<file path="src/rtl/hex_stream_formatter.sv">
// ASCII-hex serialiser: buffers WIDTH-bit values in a small FIFO and streams each
// one out as hex characters with an optional "0x" prefix and terminator byte.
module hex_stream_formatter #(
  parameter int          WIDTH     = 32,
  parameter int          DEPTH     = 4,
  parameter bit          UPPERCASE = 1'b0,
  parameter bit          PREFIX    = 1'b0,
  parameter bit          TERM_EN   = 1'b1,
  parameter logic [7:0]  TERM      = 8'h0A
) (
  input  logic                     clk,
  input  logic                     rst_n,
  input  logic                     in_valid,
  input  logic [WIDTH-1:0]         in_data,
  output logic                     in_ready,
  input  logic                     suppress,
  input  logic                     output_busy,
  output logic                     output_en,
  output logic [7:0]               output_data,
  output logic [$clog2(DEPTH):0]   fifo_count,
  output logic                     idle
);

  localparam int NDIG = (WIDTH + 3) / 4;
  localparam int SW   = NDIG * 4;
  localparam int AW   = $clog2(DEPTH);
  localparam int CW   = AW + 1;
  localparam int NW   = $clog2(NDIG + 1);

  typedef enum logic [2:0] {
    S_IDLE, S_LOAD, S_PFX0, S_PFX1, S_DIGITS, S_TERM
  } state_t;

  state_t             state, state_next;
  logic [WIDTH-1:0]   mem [DEPTH];
  logic [AW-1:0]      wr_ptr, rd_ptr;
  logic [CW-1:0]      count;
  logic [SW-1:0]      sreg;
  logic [NW-1:0]      ndig;
  logic [NW-1:0]      lz;
  logic               sup;
  logic               push, pop, byte_pending, found;
  logic [3:0]         nib;
  logic [7:0]         digit_byte, byte_out;

  assign in_ready   = (count != CW'(DEPTH));
  assign push       = in_valid & in_ready;
  assign pop        = (state == S_IDLE) && (count != '0);
  assign fifo_count = count;
  assign idle       = (state == S_IDLE) && (count == '0);

  // NOTE: the storage array carries no reset; only pointers and count define validity.
  always_ff @(posedge clk) begin
    if (push) mem[wr_ptr] <= in_data;
  end

  // NOTE: sequential state uses non-blocking assignments so every register sees pre-edge values.
  always_ff @(posedge clk or negedge rst_n) begin
    if (!rst_n) begin
      wr_ptr <= '0;
      rd_ptr <= '0;
      count  <= '0;
    end else begin
      if (push) wr_ptr <= wr_ptr + 1'b1;
      if (pop)  rd_ptr <= rd_ptr + 1'b1;
      case ({push, pop})
        2'b10:   count <= count + 1'b1;
        2'b01:   count <= count - 1'b1;
        default: count <= count;
      endcase
    end
  end

  // Leading-zero nibble count; the last nibble is never skipped so zero prints "0".
  always_comb begin
    lz    = '0;
    found = 1'b0;
    for (int i = 0; i < NDIG - 1; i++) begin
      if (!found) begin
        if (sreg[SW-1-4*i -: 4] == 4'h0) lz = lz + 1'b1;
        else                             found = 1'b1;
      end
    end
    if (!sup) lz = '0;
  end

  assign nib        = sreg[SW-1 -: 4];
  assign digit_byte = (nib < 4'd10) ? 8'h30 + {4'h0, nib}
                                    : (UPPERCASE ? 8'h41 : 8'h61) + {4'h0, nib} - 8'd10;

  // NOTE: every output of this block gets a default first, so no latches are inferred.
  always_comb begin
    state_next   = state;
    byte_pending = 1'b0;
    byte_out     = 8'h00;
    case (state)
      S_IDLE:   if (pop) state_next = S_LOAD;
      S_LOAD:   state_next = PREFIX ? S_PFX0 : S_DIGITS;
      S_PFX0: begin
        byte_pending = 1'b1;
        byte_out     = 8'h30;
        if (!output_busy) state_next = S_PFX1;
      end
      S_PFX1: begin
        byte_pending = 1'b1;
        byte_out     = 8'h78;
        if (!output_busy) state_next = S_DIGITS;
      end
      S_DIGITS: begin
        byte_pending = 1'b1;
        byte_out     = digit_byte;
        if (!output_busy && ndig == NW'(1)) state_next = TERM_EN ? S_TERM : S_IDLE;
      end
      S_TERM: begin
        byte_pending = 1'b1;
        byte_out     = TERM;
        if (!output_busy) state_next = S_IDLE;
      end
      default:  state_next = S_IDLE;
    endcase
  end

  assign output_en   = byte_pending & ~output_busy;
  assign output_data = byte_out;

  always_ff @(posedge clk or negedge rst_n) begin
    if (!rst_n) begin
      state <= S_IDLE;
      sreg  <= '0;
      ndig  <= '0;
      sup   <= 1'b0;
    end else begin
      state <= state_next;
      case (state)
        S_IDLE: if (pop) begin
          sreg <= SW'(mem[rd_ptr]);
          sup  <= suppress;
        end
        S_LOAD: begin
          sreg <= sreg << {lz, 2'b00};
          ndig <= NW'(NDIG) - lz;
        end
        S_DIGITS: if (!output_busy) begin
          sreg <= sreg << 4;
          ndig <= ndig - 1'b1;
        end
        default: ;
      endcase
    end
  end

endmodule

</file>
<file path="config.mk">
export PLATFORM = sky130hd
export DESIGN_NAME = hex_stream_formatter
export DESIGN_NICKNAME = d
export VERILOG_FILES = /design/src/rtl/hex_stream_formatter.sv
export SDC_FILE = /design/constraint.sdc
export NUM_CORES = 1
export LEC_CHECK = 0
export ABC_CLOCK_PERIOD_IN_PS = 4800
export CAP_MARGIN = 20
export CORE_ASPECT_RATIO = 2
export CORE_MARGIN = 3
export CORE_UTILIZATION = 54
export DETAILED_ROUTE_END_ITERATION = 12
export GPL_ROUTABILITY_DRIVEN = 1
export PLACE_DENSITY = 0.87
export SLEW_MARGIN = 20
export SYNTH_ARGS = -nofsm -noshare
export SYNTH_HDL_FRONTEND = slang
export SYNTH_SLANG_ARGS = --single-unit
export TNS_END_PERCENT = 50
</file>
<file path="constraint.sdc">
create_clock -name clk -period 4.8 [get_ports clk]
set_input_delay 0.72 -clock clk [delete_from_list [all_inputs] [get_ports clk]]
set_output_delay 0.72 -clock clk [all_outputs]
set_load 0.005 [all_outputs]
</file>
Word-level counts from Yosys, hierarchy flattened

Memories as Yosys holds them, arrays and structs flattened.
Index checks and enable logic that the tools add are counted.

Bitwise gates (word level): 3
Shifts and indexed selects: 1
$add $sub $neg: 15
Muxes and demuxes: 42
Reduce and logical (&&, ||, !) cells: 22
Equality and inequality tests: 15
Magnitude comparators: 1

Operators by type and width:

| cell                                                                  | number |
|---|---|
| 32-bit one-hot mux with 3 select lines                                | 1 |
| 32-bit two-way mux                                                    | 2 |
| 4-bit two-way mux                                                     | 14 |
| 8-bit one-hot mux with 4 select lines                                 | 1 |
| 32-bit by 6-bit left shift with 32-bit output                         | 1 |
| 4-bit logical NOT                                                     | 7 |
| 4-bit by 1-bit adder with 4-bit output, second input constant         | 6 |
| 3-bit one-hot mux with 6 select lines                                 | 1 |
| 1-bit two-way mux                                                     | 15 |
| 3-bit two-way mux                                                     | 5 |
| 2-bit != test, second input constant                                  | 6 |
| 7-bit by 4-bit adder with 8-bit output, first input constant          | 1 |
| 8-bit two-way mux                                                     | 1 |
| 4-bit one-hot mux with 2 select lines                                 | 1 |
| 8-bit by 4-bit subtractor with 8-bit output, second input constant    | 1 |
| 6-bit by 4-bit adder with 7-bit output, first input constant          | 1 |
| 3-bit by 2-bit equality test with 1-bit output, second input constant | 2 |
| 3-bit equality test, second input constant                            | 2 |
| 3-bit logical NOT                                                     | 2 |
| 3-bit one-hot mux with 2 select lines                                 | 1 |
| 3-bit nonzero test                                                    | 2 |
| 5-bit AND reduction                                                   | 1 |
| 2-bit by 1-bit adder with 2-bit output, second input constant         | 2 |
| 4-bit by 1-bit equality test with 1-bit output, second input constant | 1 |
| 17 further kinds                                                      | 22 |

Memories: 1
Memory bits (writable): 128
Register bits after elaboration: 47
Output and inout port bits: 14

Memories:

| name | words | bits a word | read ports | clocked after Yosys merged registers in | write ports | line | source |
|---|---|---|---|---|---|---|---|
| mem  | 4     | 32          | 1          | 0                                       | 1           | 35   | `logic [WIDTH-1:0] mem [DEPTH];` |

Longest topological paths before layout

Gate-level depths: netlist (run 1).

Depth after elaboration: 23
Gate-level depth with buffers: 25
Depth with buffers taken out: 23

Worst setup path after synthesis (run 1)

No wires, ideal clock.

Kind: register -> register
Start point: register sreg[29]
End point: register sreg[29]
Setup time: 0.132 ns
Path buffers: 2
Slack: 0.114 ns
Stages on the path, launching flop included: 25
Arrival: 4.555 ns
Required time: 4.668 ns
Clock period less this slack: 4.686 ns
Path through: dfrtp_1 inv_1 ha_1 or3b_2 or2_2 inv_2 ha_1 nor2_1 nor2_1 ha_1 nand2_1 a31oi_1 ha_1 inv_1 a21oi_1 ha_1 mux2i_1 a21oi_1 and3_1 clkbuf_1 buf_2 mux2i_1 a22oi_1 a221oi_1 a21oi_1

Word-level cells in the longest chain between the ends: 23

Ends and longest elaborated chain:

| what                                            | line | source |
|---|---|---|
| start, declared                                 | 38   | `logic [SW-1:0] sreg;` |
| start signal, assigned                          | 136  | `sreg <= SW'(mem[rd_ptr]);` |
| start signal, assigned                          | 140  | `sreg <= sreg << {lz, 2'b00};` |
| start signal, assigned                          | 144  | `sreg <= sreg << 4;` |
| 4-bit logical NOT                               | 80   | `if (sreg[SW-1-4*i -: 4] == 4'h0) lz = lz + 1'b1;` |
| 1-bit two-way mux                               | 80   |  |
| 4-bit by 1-bit adder with 4-bit output          | 80   |  |
| 4-bit two-way mux                               | 80   |  |
| 4-bit two-way mux                               | 79   | `if (!found) begin` |
| 4-bit by 1-bit adder with 4-bit output          | 80   |  |
| 4-bit two-way mux                               | 80   |  |
| 4-bit two-way mux                               | 79   |  |
| [7 not listed]                                  | -    |  |
| 4-bit two-way mux                               | 80   |  |
| 4-bit two-way mux                               | 79   |  |
| 4-bit by 1-bit adder with 4-bit output          | 80   |  |
| 4-bit two-way mux                               | 80   |  |
| 4-bit two-way mux                               | 79   |  |
| 4-bit two-way mux                               | 84   | `if (!sup) lz = '0;` |
| 32-bit by 6-bit left shift with 32-bit output * | 140  |  |
| 32-bit one-hot mux with 3 select lines *        | 134  | `case (state)` |

Mark *: on every way between the ends. The rest lies on a longest branch, timed or not.
A chain may end at the register's enable or synchronous reset.

Worst setup path after layout (run 1)

Start point: register sreg[28]
End point: register sreg[4]

Same word-level chain as after synthesis.

==> results of run 1 <==
-- kinds of logic after synthesis --
group / count (synthesis) / synth area share (%)
adder cells (fa/ha/maj): 15 / 2.33
buffers and inverters: 57 / 2.81
flip-flops: 175 / 59.9
AND/OR/NAND/NOR: 166 / 9.77
other: 1 / 0.0448
multiplexers: 47 / 10.7
XOR/XNOR: 11 / 1.15
AO/OA/AOI/OAI: 157 / 13.3
-- cell type report --
cell class / count / area share (%)
clock buffer: 18 / 4.23
clock inverter: 14 / 1.78
inverter: 18 / 0.703
multi-input combinational: 397 / 32.1
sequential: 175 / 49.5
tap: 195 / 2.40
timing repair buffer: 106 / 9.26
-- flip-flops by register name (all words and copies together), names as in the netlist --
| name | flops |
|---|---|
| state | 3 |
| wr_ptr | 2 |
| ndig | 4 |
| fifo_count | 3 |
| sreg | 32 |
| sup | 1 |
| rd_ptr | 2 |
| mem | 128 |
-- cells in the final DEF (no fill, tap or decap), types with 11 or more instances in the layout --
cell	n
a211oi_1	16
a21oi_1	34
a221o_1	11
a221oi_1	15
a31oi_1	11
buf_4	55
clkbuf_16	17
clkdlybuf4s50_1	48
dfrtp_1	46
edfxtp_1	128
ha_1	12
inv_1	15
mux4_2	33
nand2_1	55
nand3_1	12
nor2_1	40
o21ai_0	17
-- metal layers --
metal	vias up	track usage (%)	part of all wire (%)
met5	-	0	0
met1	2923	29.6	34
met3	81	4.70	5.7
li1	2655	-	-
met4	0	17.6	6.2
met2	319	46.0	54
-- worst min path at each step --
stage,end,cells past startpoint
after floorplan,fifo_count[0],0
after global placement,fifo_count[0],1
after detailed placement,fifo_count[0],1
after CTS,state[2],1
after global routing,state[2],1
final,fifo_count[1],1
-- per-stage QoR --
stage | hold WS [ns] | setup TNS [ns] | worst slack (ns)
after detailed placement | 0.518 | -0.292 | -0.0602
final | 0.284 | 0 | 0.210
after CTS | 0.489 | 0 | 0.0671
after global placement | 0.501 | 0 | 0.0692
after global routing | 0.324 | -0.308 | -0.0498
after floorplan | 0.424 | 0 | 0.114
-- repair_timing --
| action | CTS | global route |
|---|---|---|
| setup buffers | 1 | 9 |
| setup endpoints to repair | 9 | 34 |
| gates resized for setup | 5 | 29 |
| pin swaps | 1 | 5 |
-- worst register-to-register path: stages (launching register included) --
cell and delay (ns):
dfrtp_1 0.39, inv_1 0.08, ha_1 0.13, or3b_4 0.39
buf_4 0.16, a21oi_2 0.17, ha_4 0.24, nor2_1 0.11
nor2_1 0.05, ha_1 0.30, nand2_1 0.05, a31oi_1 0.17
ha_2 0.19, inv_1 0.05, or4_4 0.51, a2111oi_4 0.34
a31oi_2 0.10, mux2i_4 0.26, buf_12 0.17, o41ai_4 0.31
buf_4 0.20, nand2_1 0.05, o21ai_0 0.09
-- report_power, final --
group	switching, uW	internal [uW]	total (uW)
clock	577	828	1400
combinational	1610	1290	2900
sequential	424	2080	2500
total	2610	4200	6810
==> flow_metrics.tcl, run 1 <==
set metrics [dict create \
    synth_ff_type "edfxtp_1" \
    cp.depth 22 \
    start_kind "flip-flop" \
    crit_path_top_delay_cell "or4_4" \
    async_reset_ff_share_pct 26.9 \
    regArea_sq_um 5020 \
    r2r_slack_ns 0.21 \
    stdcell_count 923 \
    grt_max_degree 48 \
    fin_crit_sh_pct 95.6 \
    finalHoldViolCount 0 \
    crit_start "sreg[28]" \
    drive_above_1_share_pct 21.8 \
    yosysSeqAreaShare_pct 59.9 \
    ir_worst_vdd_v 0.000404 \
    final-setup-viol-count 0 \
    ys_top_cells_by_count "128 x edfxtp_1, 55 x nand2_1, 47 x dfrtp_1" \
    root_buffer "clkbuf_16" \
    synthCells 629 \
    slowest_delay_ns 0.51 \
    die_w_um 94.1 \
    htree_num_levels 4 \
    diodes 0 \
    crit_family "compound AO/OA/AOI/OAI gates" \
    via_count 5978 \
    path_class "reg -> reg" \
    synth_cell_types 66 \
    die_area_sq_um 17100 \
    fin_skew_ns 0.0152 \
    crit_end "sreg[4]" \
    multiInputGateArea_sq_um 3260 \
    fillers 1053 \
    crit_path_end_kind "flip-flop" \
    cts_sinks 175 \
    core_area_sq_um 15000 \
    gp_congestion 1.05 \
    start_util_pct 55.9 \
    drc_errors 0 \
    routedWlPerCell_um 23.3 \
    syn_to_final_growth_pct 21.1 \
    ioPinCount 51 \
    rows 63 \
    post-route-util_pct 67.8 \
    drv_slew 0 \
    syn-num-nets 681 \
    clock.fmax_ghz 0.218 \
    dr.pass1.iters 6 \
    worstPathCellList "inv_1 > ha_1 > or3b_4 > buf_4 > a21oi_2 > ha_4 > nor2_1 > nor2_1 > ha_1 > nand2_1 > a31oi_1 > ha_2 > inv_1 > or4_4 > a2111oi_4 > a31oi_2 > mux2i_4 > buf_12 > o41ai_4 > buf_4 > nand2_1 > o21ai_0" \
    cp.buffers_inverters 5 \
    totalWireLength_um 21500 \
    nets 767 \
    power_uw 6810 \
    numPortBuffers 49 \
    grt_pass1_wl_um 34100 \
    required_ns 5.14 \
    cap_violations 0 \
    gr-total-overflow 0 \
    outcome "finished clean" \
    track_usage_pct 26.7 \
    place_inst 881 \
    initialDrtViolationCount 629 \
    synth_area_per_cell_sq_um 13.3 \
    r2r_end "sreg[4]" \
    tightest_slew_ns 0.759 \
    path_clk_slew_ns 0.07 \
    synth-seq-cells 175 \
    cts_tree "built" \
    p_leak_uw 0.00361 \
    numCtsBuffers 17 \
    fin_crit_ns 4.59 \
    worstRegToRegCells 22 \
    hpwl_um 14700 \
    hold_buffers 0 \
    die_h_um 182 \
    yosys.area.top_type "edfxtp_1" \
    slew_headroom_pct 49.4 \
    crit_arrival_ns 4.93 \
    synth_area_sq_um 8380 \
    netlist.area_leader.share_pct 45.9 \
    ys_warn_count 0 \
    grt_pass1_vias 6277 \
    avgViaCountPerCell 6.48 \
    cts_buffer_depth 2 \
    power_density_nw_per_um2 671 \
    dpl_cell_area_sq_um 9310 \
    synth_area_leaders "edfxtp_1 46%, dfrtp_1 14%, mux4_2 8.9%" \
    grt_antenna_before_repair 0 \
    reg2reg_from "sreg[28]" \
    synth-edff-count 128 \
    final_cell_area_sq_um 10100 \
    ant_nets 0 \
    synth.most_common_cell "edfxtp_1" \
    hp-class "in -> async" \
    cp_max_fo 10 \
    clock_latency_ns 0.43 \
]
No activity file was read; power rests on OpenSTA's default activity.
==> run 2, diff against run 1 <==
--- a/config.mk
+++ b/config.mk
@@ -9,10 +9,11 @@
 export CAP_MARGIN = 20
 export CORE_ASPECT_RATIO = 2
 export CORE_MARGIN = 3
-export CORE_UTILIZATION = 54
+export CORE_UTILIZATION = 56
+export CTS_BUF_LIST = sky130_fd_sc_hd__clkbuf_8
 export DETAILED_ROUTE_END_ITERATION = 12
 export GPL_ROUTABILITY_DRIVEN = 1
-export PLACE_DENSITY = 0.87
+export PLACE_DENSITY = 0.9
 export SLEW_MARGIN = 20
 export SYNTH_ARGS = -nofsm -noshare
 export SYNTH_HDL_FRONTEND = slang
==> flow_metrics.tcl, run 2 (synthesis gave the netlist of run 1 again) <==
set metrics [dict create \
    diodes 0 \
    final_cell_area_sq_um 9970 \
    cts_sinks 175 \
    fin_skew_ns 0.0256 \
    path_class "reg -> reg" \
    fin_crit_ns 4.59 \
    crit_path_top_delay_cell "or4_1" \
    numPortBuffers 49 \
    track_usage_pct 27.8 \
    die_h_um 179 \
    crit_end "sreg[6]" \
    totalWireLength_um 22100 \
    initialDrtViolationCount 632 \
    cap_violations 0 \
    routedWlPerCell_um 24.0 \
    gr-total-overflow 0 \
    final_common_cell "edfxtp_1" \
    gp_congestion 0.993 \
    cp.depth 18 \
    start_util_pct 57.8 \
    dr.pass1.iters 6 \
    syn_to_final_growth_pct 19.0 \
    clock.fmax_ghz 0.218 \
    ir_worst_vdd_v 0.000375 \
    numCtsBuffers 17 \
    hpwl_um 15200 \
    htree_num_levels 4 \
    crit_start "sreg[20]" \
    cts_tree "built" \
    grt_max_degree 48 \
    power_density_nw_per_um2 650 \
    drc_errors 0 \
    outcome "finished clean" \
    worstPathCellList "or4_1 > buf_4 > or2_2 > nor2_1 > nor2_1 > ha_1 > nand2_1 > a31oi_1 > ha_2 > inv_1 > or4_4 > a2111oi_4 > a31oi_2 > mux2i_4 > o41ai_4 > buf_4 > nand2_1 > o21ai_0" \
    nets 769 \
    dpl_cell_area_sq_um 9310 \
    reg2reg_from "sreg[20]" \
    drv_slew 0 \
    start_kind "flip-flop" \
    ant_nets 0 \
    post-route-util_pct 68.7 \
    hold_slack_ns 0.245 \
    tightest_slew_ns 0.870 \
    slowest_delay_ns 0.62 \
    grt_antenna_before_repair 0 \
    r2r_end "sreg[6]" \
    cp.buffers_inverters 3 \
    final_cell_mix "128 x edfxtp_1, 54 x nand2_1, 53 x buf_4, 48 x clkdlybuf4s50_1, 46 x dfrtp_1" \
    die_area_sq_um 16600 \
    largest_reg_flops 128 \
    worstRegToRegCells 18 \
    finalHoldViolCount 0 \
    crit_path_end_kind "flip-flop" \
    crit_arrival_ns 4.96 \
    slew_headroom_pct 42.0 \
    via_count 6060 \
    top_regs "mem x128, sreg x32, ndig x4" \
    grt_pass1_wl_um 34300 \
    die_w_um 92.5 \
    worst_slack_ns 0.209 \
    top_register "mem" \
    fin_crit_sh_pct 95.7 \
    pre_cts_ws_ns -0.0211 \
    final-setup-viol-count 0 \
    path_clk_slew_ns 0.11 \
    cts_buffer_depth 2 \
    crit_family "simple AND/OR/NAND/NOR gates" \
    root_buffer "clkbuf_8" \
    ioPinCount 51 \
    avgViaCountPerCell 6.58 \
    grt_pass1_vias 6265 \
    drive_above_1_share_pct 22.8 \
    p_leak_uw 0.00354 \
    rows 62 \
    required_ns 5.17 \
    cp_max_fo 6 \
    r2r_slack_ns 0.21 \
    clock_latency_ns 0.47 \
    core_area_sq_um 14500 \
    hp-class "in -> async" \
]
==> run 2: what timing repair did <==
action | CTS | global route
pin swaps | 1 | 17
resized for setup | 3 | 35
hold buffers | 0 | 0
endpoints found under the setup margin | 1 | 34
buffers inserted | 3 | 11
cloned | 0 | 0
==> run 2: power breakdown <==
group,switching (uW),internal (uW)
Sequential,416,2070
Combinational,1630,1360
Clock,612,395
Total,2660,3830
==> run 2: routing by layer <==
metal | global-route usage, % | up-vias | wire length (um)
met2 | 49.8 | 317 | 12100
li1 | - | 2652 | -
met5 | 0 | - | 0
met3 | 4.03 | 83 | 1110
met1 | 31.2 | 3008 | 7710
met4 | 15.9 | 0 | 1170
==> run 2: final cells by class <==
class / instances / area (sq um)
Tap cell: 192 / 240
Clock inverter: 14 / 160
Timing Repair Buffer: 108 / 987
Multi-Input combinational cell: 397 / 3260
Sequential cell: 175 / 5020
Fill cell: 1036 / 4540
Inverter: 18 / 71.3
Clock buffer: 17 / 234
==> run 2: through the flow <==
stage                     cells  TNS [ns]  total power, uW
after floorplan             629         0             4190
after global placement      876         0             5210
after detailed placement    876   -0.0211             5330
after CTS                   910         0             6350
after global routing        921   -0.0730             6820
final                       921         0             6480
==> run 2: worst min-delay path by stage <==
stage	startpoint	endpoint	slack [ns]	depth (start not counted)
floorplan	rst_n	fifo_count[0]	0.42	0
global placement	fifo_count[0]	fifo_count[0]	0.50	1
detailed placement	fifo_count[0]	fifo_count[0]	0.52	1
CTS	rst_n	state[2]	0.46	1
global route	rst_n	ndig[3]	0.27	1
finish	rst_n	state[2]	0.25	1
==> run 3, diff against run 2 <==
--- a/config.mk
+++ b/config.mk
@@ -11,6 +11,7 @@
 export CORE_MARGIN = 3
 export CORE_UTILIZATION = 56
 export CTS_BUF_LIST = sky130_fd_sc_hd__clkbuf_8
+export CTS_CLUSTER_SIZE = 12
 export DETAILED_ROUTE_END_ITERATION = 12
 export GPL_ROUTABILITY_DRIVEN = 1
 export PLACE_DENSITY = 0.9
==> results of run 3 <==
No change in the layout: final DEF, timing and power equal those of run 2.
